`config.mk`:
```
export PLATFORM = sky130hd
export DESIGN_NAME = uart_rx_bit_sampler
export DESIGN_NICKNAME = d
export VERILOG_FILES = /design/src/rtl/uart_rx_bit_sampler.sv
export SDC_FILE = /design/constraint.sdc
export NUM_CORES = 1
export LEC_CHECK = 0
export ABC_AREA = 1
export CAP_MARGIN = 15
export CORE_UTILIZATION = 50
export DETAILED_ROUTE_END_ITERATION = 8
export PLACE_DENSITY = 0.74
export SETUP_SLACK_MARGIN = 0.15
export SYNTH_ARGS = -nofsm -noshare
export SYNTH_HDL_FRONTEND = slang
export SYNTH_SLANG_ARGS = --single-unit
```
`constraint.sdc`:
```
create_clock -name CLK -period 2.1 [get_ports CLK]
set_input_delay 0.63 -clock CLK [delete_from_list [all_inputs] [get_ports CLK]]
set_output_delay 0.63 -clock CLK [all_outputs]
set_load 0.02 [all_outputs]
```
`src/rtl/uart_rx_bit_sampler.sv`:
```
// UART receive front end: counts oversampling edges and frame bits, and takes a
// three-sample majority vote around the middle of each bit.
module uart_rx_bit_sampler #(
  parameter int Data_width = 8
) (
  input  logic       CLK,
  input  logic       RST,
  input  logic       RX_IN,
  input  logic [5:0] Prescale,
  input  logic       PAR_EN,
  input  logic       sampler_enable,
  output logic [5:0] edge_cnt,
  output logic [3:0] bit_cnt,
  output logic       sampled_bit,
  output logic       sample_valid,
  output logic       start_glitch,
  output logic       frame_done
);

  localparam logic [3:0] LAST_BASE = 4'(Data_width + 1);

  logic [5:0] p_r;
  logic       par_en_r;
  logic       s0_r;
  logic       s1_r;
  logic [5:0] p_legal_s;
  logic [5:0] half_s;
  logic [3:0] last_s;
  logic       vote_s;

  function automatic logic majority3(input logic a, input logic b, input logic c);
    return (a & b) | (a & c) | (b & c);
  endfunction

  // Configuration decode and the mid-bit vote
  always_comb begin
    p_legal_s = 6'd8;
    case (Prescale)
      6'd8, 6'd16, 6'd32: p_legal_s = Prescale;
      default:            p_legal_s = 6'd8;
    endcase
    half_s = {1'b0, p_r[5:1]};
    last_s = LAST_BASE + {3'b000, par_en_r};
    vote_s = majority3(s0_r, s1_r, RX_IN);
  end

  // Edge/bit counters, sample capture and result strobes
  always_ff @(posedge CLK or negedge RST) begin
    if (!RST) begin
      p_r          <= 6'd8;
      par_en_r     <= 1'b0;
      s0_r         <= 1'b1;
      s1_r         <= 1'b1;
      edge_cnt     <= 6'd0;
      bit_cnt      <= 4'd0;
      sampled_bit  <= 1'b1;
      sample_valid <= 1'b0;
      start_glitch <= 1'b0;
      frame_done   <= 1'b0;
    end else begin
      sample_valid <= 1'b0;
      start_glitch <= 1'b0;
      frame_done   <= 1'b0;
      if (!sampler_enable) begin
        // Configuration is only sampled between frames
        p_r      <= p_legal_s;
        par_en_r <= PAR_EN;
        edge_cnt <= 6'd0;
        bit_cnt  <= 4'd0;
        s0_r     <= 1'b0;
        s1_r     <= 1'b0;
      end else begin
        if (edge_cnt == p_r - 6'd1) begin
          edge_cnt <= 6'd0;
          if (bit_cnt == last_s) begin
            bit_cnt    <= 4'd0;
            frame_done <= 1'b1;
          end else begin
            bit_cnt <= bit_cnt + 4'd1;
          end
        end else begin
          edge_cnt <= edge_cnt + 6'd1;
        end

        if (edge_cnt == half_s - 6'd1) begin
          s0_r <= RX_IN;
        end
        if (edge_cnt == half_s) begin
          s1_r <= RX_IN;
        end
        if (edge_cnt == half_s + 6'd1) begin
          sampled_bit  <= vote_s;
          sample_valid <= 1'b1;
          // A high start bit means the falling edge was noise: abort and re-count
          if ((bit_cnt == 4'd0) && vote_s) begin
            start_glitch <= 1'b1;
            edge_cnt     <= 6'd0;
            bit_cnt      <= 4'd0;
          end
        end
      end
    end
  end

endmodule

```
* Word level (Yosys, flattened, before mapping)
Cells that the tools add are included.
Storage, ports and cells: output and inout bits 14, input bits 11, register bits 23, word-level logic and storage cells 57
Operators by class: add/subtract/negate cells 6, bitwise logic cells 5, reductions and logical operators 4, mux-type cells 22, equal/unequal tests 10
Operators with widths (number):
- 6-bit two-way mux | 5
- 4-bit two-way mux | 5
- 6-bit == test | 3
- 1-bit two-way mux | 12
- 5-bit by 1-bit adder with 6-bit output (second input constant) | 1
- 6-bit by 1-bit adder with 6-bit output (second input constant) | 1
- 6-bit by 4-bit == test with 1-bit output (second input constant) | 1
- 6-bit by 5-bit == test with 1-bit output | 1
- 6-bit by 5-bit == test with 1-bit output (second input constant) | 1
- 6-bit == test (second input constant) | 1
- 5-bit by 1-bit subtractor with 6-bit output (second input constant) | 1
- 6-bit by 1-bit subtractor with 6-bit output (second input constant) | 1
- 4-bit by 1-bit adder with 4-bit output (first input constant) | 1
- 4-bit by 1-bit adder with 4-bit output (second input constant) | 1
- 4-bit == test | 1
- 4-bit zero test | 1
- 2-bit by 1-bit inequality test with 1-bit output (second input constant) | 2
- 1-bit bitwise AND | 3
- 3-bit OR reduction | 1
- 1-bit bitwise OR | 2
- 2-bit AND reduction | 1
- 1-bit logical AND | 1

* Logic depth before layout (Yosys ltp)
depth after elaboration 7, mapped depth 14, depth with buffers taken out 12

* Worst setup path after synthesis
Ideal clock, no wire load.
path kind flip-flop to flip-flop, start reg p_r[1], end reg bit_cnt[0], stages on the path, launching flop included 13, setup time 0.070 ns, data required time 2.030 ns, clock period less this slack 1.742 ns, setup slack 0.358 ns, path buffers 2, data arrival time 1.672 ns, cells stage by stage dfrtp_1 -> clkbuf_2 -> inv_1 -> ha_1 -> inv_1 -> a21oi_1 -> nor2_1 -> nor2_2 -> nand3_2 -> buf_6 -> nand2_1 -> nand2_1 -> nor2_2
Between the ends: longest elaborated chain between the ends 6, elaborated cells on any way between the ends 8, those cells by class add/sub (2); eq/ne (2); mux (4)
Ends and longest elaborated chain:
- start, declared | line 22 | logic [5:0] p_r;
- start signal, assigned | line 66 | p_r <= p_legal_s;
- 6-bit by 1-bit subtractor with 6-bit output | line 73 | if (edge_cnt == p_r - 6'd1) begin
- 6-bit == test | line 73
- 4-bit two-way mux | line 73
- 4-bit two-way mux | line 95 | if ((bit_cnt == 4'd0) && vote_s) begin
- 4-bit two-way mux (*) | line 91 | if (edge_cnt == half_s + 6'd1) begin
- 4-bit two-way mux (*) | line 64 | if (!sampler_enable) begin
- end signal, assigned | line 79 | bit_cnt <= bit_cnt + 4'd1;
- end, declared | line 13 | output logic [3:0] bit_cnt,
Every way passes the cells marked *; elsewhere a longest branch is shown, timed or not. A chain may end at the register's enable or synchronous reset.

* Worst setup path in the final report
start reg frame_done, end out frame_done
RTL lines:
- start, declared | line 17 | output logic frame_done
- start signal, assigned | line 59 | frame_done <= 1'b0;
- start signal, assigned | line 63 | frame_done <= 1'b0;
- start signal, assigned | line 77 | frame_done <= 1'b1;
No word-level cell between the ends.

==> results.ini <==
[outcome]
result_of_the_run=finished clean

[sta]
slew_at_the_pin_closest_to_its_max_slew_limit_ns=0.357
final_max_slew_viol_count=0
timing.max_slew.rel_slack_pct=76.2
final.period_utilization_pct=88.8
post-route-min-period_ns=1.86
rsz0062_at_grt=no
fmax_ghz=0.536
fin_tns_setup_ns=0
hold_viol=0
pnr_worst_setup_slack_ns=0.235
timing.clock.skew_ns=0.00513
setup-violations-final=0

[power]
power.density_nw_per_um2=431
internal-power_uw=626
netSwitchingPower_uw=276
power.share.sequential_pct=54.4
vdd_ir_drop_max_mv=0.273
clkPwrFrac_pct=22.9
cellLeakagePower_nw=1.18
combinationalPowerShare_pct=22.7
power_switching_share_pct=30.6

[synthesis]
synth_area_leader_cell=dfrtp_1
ys_seq_elements=23
synth_top_family_by_area=simple AND/OR/NAND/NOR gates
ys_seq_area_share_pct=33.3
synth.distinct_cells=27
ys_warn_count=0
syn_area_per_cell_sq_um=6.57
synth-compound-area-share_pct=5.24
synth_xor_area_share_pct=3.02
synth_fp_nets=283
post_synth_mux_area_share_pct=0
largest_cells_by_area_after_synthesis=dfrtp_1 (27%), nand2_1 (20%), inv_1 (6.7%)
post_synth_instance_area_sq_um=1740
yosys.area_share.adder_pct=5.03
post_synth_inst_count=265
synth_simple_gate_area_share_pct=42.0
synth_top_area_share_pct=27.3

[route]
number_of_design_rule_violations_left_after_detail_routing=0
drt_iter0_drc=84
route.detailed.wl_per_inst_um=11.2
count_of_vias_placed_by_the_detailed_router=1714
drtPass1Iterations=4
detail_route.vias_per_cell=5.04
drt_wl_total_um=3800
postRouteAntennaNets=0

[placement]
placement.setup.worst_slack_ns=0.112
detailed_place_hpwl_um=2950
port_buffers=24
gpl.final_weighted_congestion=0.906

[worst_hold_path]
hold_class=flop to flop
timing.hold.worst_path_depth=2
hp-start=sampled_bit
hold_end=sampled_bit

[cells_and_area]
n_antenna_cell=0
share_of_final_layout_standard_cells_stronger_than_drive_strength_1_pct=14.3
area_growth_syn_to_layout_pct=20.0
nets=313

[cts]
root_buffer=clkbuf_4
cts_max_level=1
cts_tree=yes
tritoncts.num_buffers=3
clkSinkCount=23
worst_skew_pair.late_latency_ns=0.31
worst_setup_hold_path_clk_slew_ns=0.12
max-clock-path-buffers=2
cts_hold_buffers=0

[global_route]
grt_pass1_vias=1427
overflow=0
grtUsageTotal_pct=22.8
grt_first_pass_wirelength_um=6260
grt_max_degree=24
initial_antenna_violation_count=0

[flow_run]
timing.max_cap.violations=0

[worst_setup_path]
timing.critical_path.slowest_stage_cell=clkdlybuf4s50_1
critical_path.top_delay_family=buffers and inverters
path_cells=clkdlybuf4s50_1
rr_worst_depth=10
timing.critical_path.slowest_cell_delay_ns=0.59
worstSetupPathType=flop to output pin
rr_endpoint=bit_cnt[0]
cp.arrival_ns=1.23
number_of_buffer_and_inverter_stages_on_the_critical_path=1
critPathLaunchType=flop
regToRegSetupSlack_ns=0.32
crit_path_end_kind=output pin
path_max_fanout=1
reg2reg_from=p_r[2]
cp.required_ns=1.47

[floorplanning]
design.core.area_sq_um=3340
placementRows=21
die_y_um=61.0
die_area_sq_um=3720
floorplan.io_pins=25
chipWidth_um=61.0
initial_utilization_pct=52.2

-- timing repair --
action,4_1_cts,5_1_grt
setup buffers,0,0
endpoints found under the setup margin,9,14
resized for setup,11,6
-- metal layers --
layer / vias up / GRT usage, % / part of all wire [%]
met5: - / 0 / 0
met3: 2 / 3.15 / 4.8
met2: 37 / 37.6 / 49
met4: 0 / 3.90 / 0.53
li1: 883 / - / -
met1: 792 / 32.3 / 46
-- kinds of logic (layout without fill, tap and decap cells) --
logic type               Yosys count  after routing
flip-flops                        23             23
XOR/XNOR                           6              6
AO/OA/AOI/OAI                     17             17
AND/OR/NAND/NOR                  166            166
adder cells (fa/ha/maj)            7              7
buffers and inverters             46             75
-- power groups by stage --
| stage | clock network [mW] | registers [mW] | logic, mW |
|---|---|---|---|
| 3_3_place_gp | 0 | 0.498 | 0.205 |
| 3_5_place_dp | 0 | 0.498 | 0.207 |
| 2_1_floorplan | 0 | 0.506 | 0.119 |
| 5_1_grt | 0.238 | 0.494 | 0.234 |
| 4_1_cts | 0.219 | 0.491 | 0.203 |
| 6_report | 0.207 | 0.490 | 0.204 |
-- worst max-delay path by stage --
stage	depth (start not counted)	start	slack, ns	to
floorplan	12	p_r[1]	0.36	bit_cnt[0]
global placement	8	RX_IN	0.14	edge_cnt[3]
detailed placement	8	RX_IN	0.11	edge_cnt[4]
CTS	1	edge_cnt[2]	0.04	edge_cnt[2]
global route	1	start_glitch	0.16	start_glitch
finish	1	frame_done	0.24	frame_done
-- synth_stat cells, drive strengths merged --
master / number
nor3: 3
ha: 7
inv: 39
o22ai: 1
o21ai: 10
nand3: 22
nand4: 12
a21oi: 4
clkbuf: 1
nand2: 99
xor2: 3
buf: 6
o31ai: 1
xnor2: 3
dfrtp: 19
dfstp: 4
o211ai: 1
nor2: 30
-- per-stage QoR --
stage	power (mW)	cell area, sq um	std cells	utilization, %	hold slack (ns)
after floorplan	0.624	1740	265	-	0.334
after global placement	0.703	2050	336	61.4	0.454
after detailed placement	0.705	2050	336	61.4	0.463
after CTS	0.913	2070	340	62.0	0.481
after global routing	0.966	2090	340	62.7	0.504
final	0.901	2090	340	62.7	0.475
-- area by class of cell --
cell class | instances | area, sq um
Inverter | 39 | 146
Fill cell | 341 | 1250
Sequential cell | 23 | 584
Timing Repair Buffer | 32 | 298
Multi-Input combinational cell | 196 | 978
Clock buffer | 4 | 26.3
Tap cell | 46 | 57.6
-- registers in the layout (all words and copies together) (netlist names) --
register	count
par_en_r	1
bit_cnt	4
start_glitch	1
s0_r	1
p_r	6
s1_r	1
sampled_bit	1
edge_cnt	6
frame_done	1
sample_valid	1
-- cells in the final DEF (no fill, tap or decap), types with 2 or more instances in the layout --
master,instances
nand2_1,93
inv_1,31
nor2_1,22
nand3_1,21
dfrtp_1,16
clkdlybuf4s50_1,13
nand4_1,12
o21ai_0,10
inv_2,8
dlygate4sd2_1,8
buf_4,8
nor2_2,7
ha_1,7
nand2_2,5
a21oi_1,4
dfstp_2,4
xnor2_1,3
xor2_1,3
clkbuf_4,3
dfrtp_2,3
dlymetal6s2s_1,3
nor3_1,2
Note: power is estimated with default switching activity, not from simulation.
